$ cat config.mk
export PLATFORM = sky130hd
export DESIGN_NAME = reset_sequencer
export DESIGN_NICKNAME = d
export VERILOG_FILES = /design/src/rtl/reset_pkg.sv /design/src/rtl/reset_sequencer_debouncer.sv /design/src/rtl/reset_sequencer.sv
export SDC_FILE = /design/constraint.sdc
export NUM_CORES = 1
export LEC_CHECK = 0
export CORE_AREA = 3 3 86 88
export DETAILED_ROUTE_END_ITERATION = 16
export DIE_AREA = 0 0 89 91
export GPL_TIMING_DRIVEN = 0
export PLACE_DENSITY = 0.44
export SYNTH_ARGS = -nofsm -noshare
export SYNTH_HDL_FRONTEND = slang
export SYNTH_SLANG_ARGS = --single-unit
$ cat constraint.sdc
create_clock -name clk -period 2.1 [get_ports clk]
set_input_delay 0.63 -clock clk [delete_from_list [all_inputs] [get_ports clk]]
set_output_delay 0.63 -clock clk [all_outputs]
set_load 0.01 [all_outputs]
$ cat src/rtl/reset_pkg.sv
// Shared state encodings, reset-cause codes and sizing helper for the reset sequencer.
package reset_pkg;

  typedef logic [2:0] state_t;

  localparam logic [2:0] S_WAIT_LOCK = 3'd0;
  localparam logic [2:0] S_STABLE    = 3'd1;
  localparam logic [2:0] S_PERIPH    = 3'd2;
  localparam logic [2:0] S_RUN       = 3'd3;
  localparam logic [2:0] S_HOLD      = 3'd4;

  typedef logic [1:0] reset_cause_t;

  localparam reset_cause_t CAUSE_POR    = 2'b00;
  localparam reset_cause_t CAUSE_LOCK   = 2'b01;
  localparam reset_cause_t CAUSE_BUTTON = 2'b10;
  localparam reset_cause_t CAUSE_SW     = 2'b11;

  function automatic int unsigned max3(input int unsigned a, input int unsigned b,
                                       input int unsigned c);
    int unsigned m;
    m = (a > b) ? a : b;
    return (m > c) ? m : c;
  endfunction

endpackage

$ cat src/rtl/reset_sequencer_debouncer.sv
// Button input: 2-FF synchroniser followed by a stability counter; emits the
// debounced level and a one-cycle pulse when the level rises.
module debouncer #(
  parameter int unsigned DEBOUNCE_CYCLES = 1_000_000
) (
  input  logic clk,
  input  logic rst_n,
  input  logic raw,
  output logic level,
  output logic rise
);

  localparam int unsigned CNT_W = (DEBOUNCE_CYCLES > 1) ? $clog2(DEBOUNCE_CYCLES) : 1;
  localparam logic [CNT_W-1:0] CNT_LAST = CNT_W'(DEBOUNCE_CYCLES - 1);

  logic             meta;
  logic             sync;
  logic [CNT_W-1:0] cnt;

  // Level flips only after DEBOUNCE_CYCLES consecutive disagreeing samples.
  always_ff @(posedge clk) begin
    if (!rst_n) begin
      meta  <= 1'b0;
      sync  <= 1'b0;
      cnt   <= '0;
      level <= 1'b0;
      rise  <= 1'b0;
    end else begin
      meta <= raw;
      sync <= meta;
      rise <= 1'b0;
      if (sync == level) begin
        cnt <= '0;
      end else if (cnt == CNT_LAST) begin
        cnt   <= '0;
        level <= sync;
        rise  <= sync;
      end else begin
        cnt <= cnt + CNT_W'(1);
      end
    end
  end

endmodule

$ cat src/rtl/reset_sequencer.sv
// Ordered reset release: waits for a stable PLL lock, frees peripherals, then the CPU;
// re-sequences on lock loss, debounced button or software request and records why.
module reset_sequencer
  import reset_pkg::*;
#(
  parameter int unsigned LOCK_STABLE_CYCLES   = 1024,
  parameter int unsigned PERIPH_TO_CPU_CYCLES = 16,
  parameter int unsigned MIN_RESET_CYCLES     = 64,
  parameter int unsigned DEBOUNCE_CYCLES      = 1_000_000
) (
  input  logic       clk,
  input  logic       rst_n,
  input  logic       pll_locked,
  input  logic       btn_reset,
  input  logic       sw_reset_req,
  output logic       periph_rst_n,
  output logic       cpu_rst_n,
  output logic       ready,
  output logic [1:0] reset_cause
);

  localparam int unsigned CNT_MAX =
    max3(LOCK_STABLE_CYCLES, PERIPH_TO_CPU_CYCLES, MIN_RESET_CYCLES);
  localparam int unsigned CNT_W = (CNT_MAX > 1) ? $clog2(CNT_MAX) : 1;

  localparam logic [CNT_W-1:0] LOCK_LAST   = CNT_W'(LOCK_STABLE_CYCLES - 1);
  localparam logic [CNT_W-1:0] PERIPH_LAST = CNT_W'(PERIPH_TO_CPU_CYCLES - 1);
  localparam logic [CNT_W-1:0] HOLD_LAST   = CNT_W'(MIN_RESET_CYCLES - 1);

  state_t           state_q, state_d;
  logic [CNT_W-1:0] cnt_q, cnt_d;
  reset_cause_t     cause_d;
  logic             lock_meta, locked_s;
  logic             btn_level, btn_rise;

  debouncer #(.DEBOUNCE_CYCLES(DEBOUNCE_CYCLES)) u_btn_debounce (
    .clk   (clk),
    .rst_n (rst_n),
    .raw   (btn_reset),
    .level (btn_level),
    .rise  (btn_rise)
  );

  // State, counter and outputs; outputs follow the next state on the same edge.
  always_ff @(posedge clk) begin
    if (!rst_n) begin
      lock_meta    <= 1'b0;
      locked_s     <= 1'b0;
      state_q      <= S_WAIT_LOCK;
      cnt_q        <= '0;
      periph_rst_n <= 1'b0;
      cpu_rst_n    <= 1'b0;
      ready        <= 1'b0;
      reset_cause  <= CAUSE_POR;
    end else begin
      lock_meta    <= pll_locked;
      locked_s     <= lock_meta;
      state_q      <= state_d;
      cnt_q        <= cnt_d;
      periph_rst_n <= (state_d == S_PERIPH) || (state_d == S_RUN);
      cpu_rst_n    <= (state_d == S_RUN);
      ready        <= (state_d == S_RUN);
      reset_cause  <= cause_d;
    end
  end

  always_comb begin
    state_d = state_q;
    cnt_d   = cnt_q;
    cause_d = reset_cause;
    case (state_q)
      S_WAIT_LOCK: begin
        cnt_d = '0;
        if (locked_s) state_d = S_STABLE;
      end
      S_STABLE: begin
        if (!locked_s) begin
          state_d = S_WAIT_LOCK;
          cnt_d   = '0;
        end else if (cnt_q == LOCK_LAST) begin
          state_d = S_PERIPH;
          cnt_d   = '0;
        end else begin
          cnt_d = cnt_q + CNT_W'(1);
        end
      end
      S_PERIPH: begin
        if (!locked_s) begin
          state_d = S_WAIT_LOCK;
          cnt_d   = '0;
          cause_d = CAUSE_LOCK;
        end else if (cnt_q == PERIPH_LAST) begin
          state_d = S_RUN;
          cnt_d   = '0;
        end else begin
          cnt_d = cnt_q + CNT_W'(1);
        end
      end
      S_RUN: begin
        // Lock loss outranks the button, which outranks software.
        cnt_d = '0;
        if (!locked_s) begin
          state_d = S_WAIT_LOCK;
          cause_d = CAUSE_LOCK;
        end else if (btn_rise) begin
          state_d = S_HOLD;
          cause_d = CAUSE_BUTTON;
        end else if (sw_reset_req) begin
          state_d = S_HOLD;
          cause_d = CAUSE_SW;
        end
      end
      S_HOLD: begin
        // Saturate, then wait for the button to be released.
        if (cnt_q == HOLD_LAST) begin
          if (!btn_level) begin
            state_d = S_WAIT_LOCK;
            cnt_d   = '0;
          end
        end else begin
          cnt_d = cnt_q + CNT_W'(1);
        end
      end
      default: begin
        state_d = S_WAIT_LOCK;
        cnt_d   = '0;
      end
    endcase
  end

endmodule

==> qor.yml <==
run_status: "finished clean"
final_critical_path_setup_slack_ps: 183
slew_viol_final: 0
synthesis.instances: 224
critPathSlowestCell: "sky130_fd_sc_hd__clkdlybuf4s50_1"
leakagePower_nw: 0.827
clkSlewWorstSetupHoldPaths_ps: 80
area.growth.synth_to_final_pct: 15.6
ys_types: 45
final.min_clock_period_ps: 1920
core-area_um2: 6720
die_w_um: 89
floorplan.initialDensity_pct: 29.7
insertedDiodeCount: 0
area_used_by_multi_input_combinational_logic_um2: 1090
clock-skew-final_ps: 3.58
globalRoute.totalOverflow: 0
timing.critical_path.cells: "clkdlybuf4s50_1, inv_1, or3_1, clkbuf_2, nor2_1"
final_net_count: 247
first_global_vias: 1524
final_core_utilization_pct: 34.3
buffer_ports.inserted: 9
core.rowCount: 30
ys.warnings.count: 0
first_pass_grt_wire_length_mm: 7.02
synth.yosys.seq_area_share_pct: 43.2
cts_made_buffers: 5
finalWirelength_mm: 4.07
vias_cell: 4.93
clk_path_buf_depth: 2
critical_path.top_delay_family: "buffers and inverters"
power.total_mw: 1.51
dp_worst_setup_slack_ps: -215
crit_buf_inv: 3
grt_max_degree: 15
layout-drive-gt1-share_pct: 10.4
syn_avg_cell_area_um2: 8.90
cts-root-buf: "sky130_fd_sc_hd__clkbuf_8"
postSynth.asyncResetShare_pct: 0
timing.hold.worst.class: "register to register"
finalSetupViolations: 0
power_per_cell_area_nw_per_um2: 655
final_antenna_net_count: 0
vias: 1581
clk-insertion-delay-late_ps: 300
synth-main-ff-cell: "sky130_fd_sc_hd__dfxtp_1"
cap_violations: 0
slew_at_the_pin_closest_to_its_max_slew_limit_ps: 745
route.detailed.drc: 0
chipHeight_um: 91
final.setup.tns_ps: 0
sequential_cell_area_um2: 861
ys_seq_elements: 43
criticalPathCategory: "input pin to register"
timing.fmax_mhz: 522
fillCellCount: 718
slew-limit-headroom_pct: 49.9
cp.required_ps: 2340
dp.final_hpwl_mm: 3.02
hold_violations: 0
worst_ir_drop_vdd_uv: 317
fin_crit_sh_pct: 91.3
floorplan.die_area_um2: 8100
drt-initial-drc-count: 79
crit_path_max_fanout: 10
synth-edff-count: 0
detail_route.wl_per_cell_um: 12.7
critical_path.endpoint_type: "register"
worst_ep_arrival_time_ps: 2150
gp_routability_congestion: 0.776
postCtsSetupRepairBufs: 0
grt_use_total_pct: 10.9
slowest_delay_ps: 550
postSynthNetCount: 231
tritoncts: "yes"
ioPinCount: 10
h_tree_levels: 2
layoutNonFillerInstCount: 321
start_kind: "input pin"
antenna_found_initial: 0
dp_cells: 313
numClockSinks: 43
setup_repair_after_global_routing_missed_its_margin: "false"
first_pass_iteration_count_of_the_detailed_router: 4
synthesis.area_um2: 1990
## timing repair
item,CTS,global route
endpoints found under the setup margin,13,20
hold buffers,0,0
resized for setup,2,1
## worst register-to-register path, cell delays in order (launching register included)
cell                      delay (ps)
sky130_fd_sc_hd__dfxtp_1         440
sky130_fd_sc_hd__ha_1            270
sky130_fd_sc_hd__and2_1          170
sky130_fd_sc_hd__nand4_1         130
sky130_fd_sc_hd__and3_1          240
sky130_fd_sc_hd__or3_4           380
sky130_fd_sc_hd__and3_1          190
## final cells by class
cell class	instances	share of cell area [%]
Clock buffer	5	2.99
Multi-Input combinational cell	170	47.3
Tap cell	80	4.34
Sequential cell	43	37.4
Clock inverter	3	1.90
Inverter	5	0.814
Buffer	6	1.36
Timing Repair Buffer	9	3.91
## flip-flops by register name (all words and copies together) (netlist names), 2 cells and up
signal              flops
cnt_q                  10
reset_cause             2
state_q                 3
u_btn_debounce.cnt     20
## cells in the final DEF, fill, tap and decap left out, types with 2 or more instances in the layout
master,count
sky130_fd_sc_hd__dfxtp_1,43
sky130_fd_sc_hd__nor2_1,32
sky130_fd_sc_hd__nand2_1,18
sky130_fd_sc_hd__xor2_1,14
sky130_fd_sc_hd__nand3_1,13
sky130_fd_sc_hd__and3_1,10
sky130_fd_sc_hd__xnor2_1,10
sky130_fd_sc_hd__a21oi_1,9
sky130_fd_sc_hd__clkdlybuf4s50_1,9
sky130_fd_sc_hd__nand4_1,6
sky130_fd_sc_hd__inv_1,5
sky130_fd_sc_hd__nor3_1,5
sky130_fd_sc_hd__and2_1,5
sky130_fd_sc_hd__o21ai_0,5
sky130_fd_sc_hd__clkbuf_8,5
sky130_fd_sc_hd__o211a_1,4
sky130_fd_sc_hd__nor3b_1,3
sky130_fd_sc_hd__nor4b_1,2
sky130_fd_sc_hd__clkbuf_2,2
sky130_fd_sc_hd__or2_2,2
sky130_fd_sc_hd__buf_2,2
sky130_fd_sc_hd__nand2b_1,2
sky130_fd_sc_hd__nor4bb_1,2
sky130_fd_sc_hd__or3_4,2
sky130_fd_sc_hd__a211oi_1,2
sky130_fd_sc_hd__and4_1,2
sky130_fd_sc_hd__ha_1,2
## routing by layer
layer  global-route usage (%)  up-vias  routed length [µm]
li1                         -      814                   -
met1                     15.5      731                2120
met2                     15.6       29                1660
met3                     2.54        7                 168
met4                     4.71        0                 114
met5                        0        -                   0
## per-stage QoR
| step | hold WS (ps) | cell area (µm²) |
|---|---|---|
| after floorplan | 412 | 1990 |
| after global placement | 419 | 2180 |
| after detailed placement | 433 | 2180 |
| after CTS | 453 | 2300 |
| after global routing | 467 | 2300 |
| final | 447 | 2300 |
## synthesized netlist by cell type (2+ instances only)
master,instances,share of area (%)
sky130_fd_sc_hd__and4_1,2,0.88
sky130_fd_sc_hd__a21oi_1,9,2.3
sky130_fd_sc_hd__nand2b_1,2,0.63
sky130_fd_sc_hd__dfxtp_1,43,43
sky130_fd_sc_hd__nor3_1,6,1.5
sky130_fd_sc_hd__nor4bb_1,2,1.0
sky130_fd_sc_hd__buf_2,2,0.50
sky130_fd_sc_hd__inv_1,5,0.94
sky130_fd_sc_hd__xnor2_1,10,4.4
sky130_fd_sc_hd__xor2_1,14,6.1
sky130_fd_sc_hd__o21ai_0,5,1.3
sky130_fd_sc_hd__a211oi_1,2,0.75
sky130_fd_sc_hd__nor4b_1,2,0.88
sky130_fd_sc_hd__and3_1,10,3.1
sky130_fd_sc_hd__ha_1,2,1.3
sky130_fd_sc_hd__nand3_1,13,3.3
sky130_fd_sc_hd__nor2_1,32,6.0
sky130_fd_sc_hd__and2_1,5,1.6
sky130_fd_sc_hd__or2_2,2,0.63
sky130_fd_sc_hd__clkbuf_1,3,0.56
sky130_fd_sc_hd__nand4_1,6,1.9
sky130_fd_sc_hd__o211a_1,4,2.0
sky130_fd_sc_hd__nor3b_1,3,1.1
sky130_fd_sc_hd__or3_4,2,1.1
sky130_fd_sc_hd__nand2_1,18,3.4
## final timing paths
kind,from,endpoint,slack [ps],cells past startpoint
worst max-delay path,rst_n,u_btn_debounce.cnt[4]$_SDFF_PP0_,180,5
worst min-delay path,u_btn_debounce.meta$_SDFF_PN0_,u_btn_debounce.sync$_SDFF_PN0_,450,1
worst max register to register,cnt_q[0]$_SDFFE_PN0P_,cnt_q[7]$_SDFFE_PN0P_,190,6
worst min register to register,u_btn_debounce.meta$_SDFF_PN0_,u_btn_debounce.sync$_SDFF_PN0_,450,1
## power by group
part | internal, mW | switching, mW | total (mW)
Sequential | 0.819 | 0.00345 | 0.823
Clock | 0.354 | 0.300 | 0.655
Combinational | 0.0140 | 0.0181 | 0.0321
Total | 1.19 | 0.322 | 1.51
## kinds of logic (layout without fill, tap and decap cells)
family          after synthesis  in the layout  share of synthesized area [%]
compound gates               31             31                           11.2
xor+xnor                     24             24                           10.5
fa+ha+maj                     2              2                           1.25
buf+inv                      11             28                           2.38
flops                        43             43                           43.2
mux                           1              1                          0.502
simple gates                112            112                           30.9
Note: power is estimated with default switching activity, not from simulation.
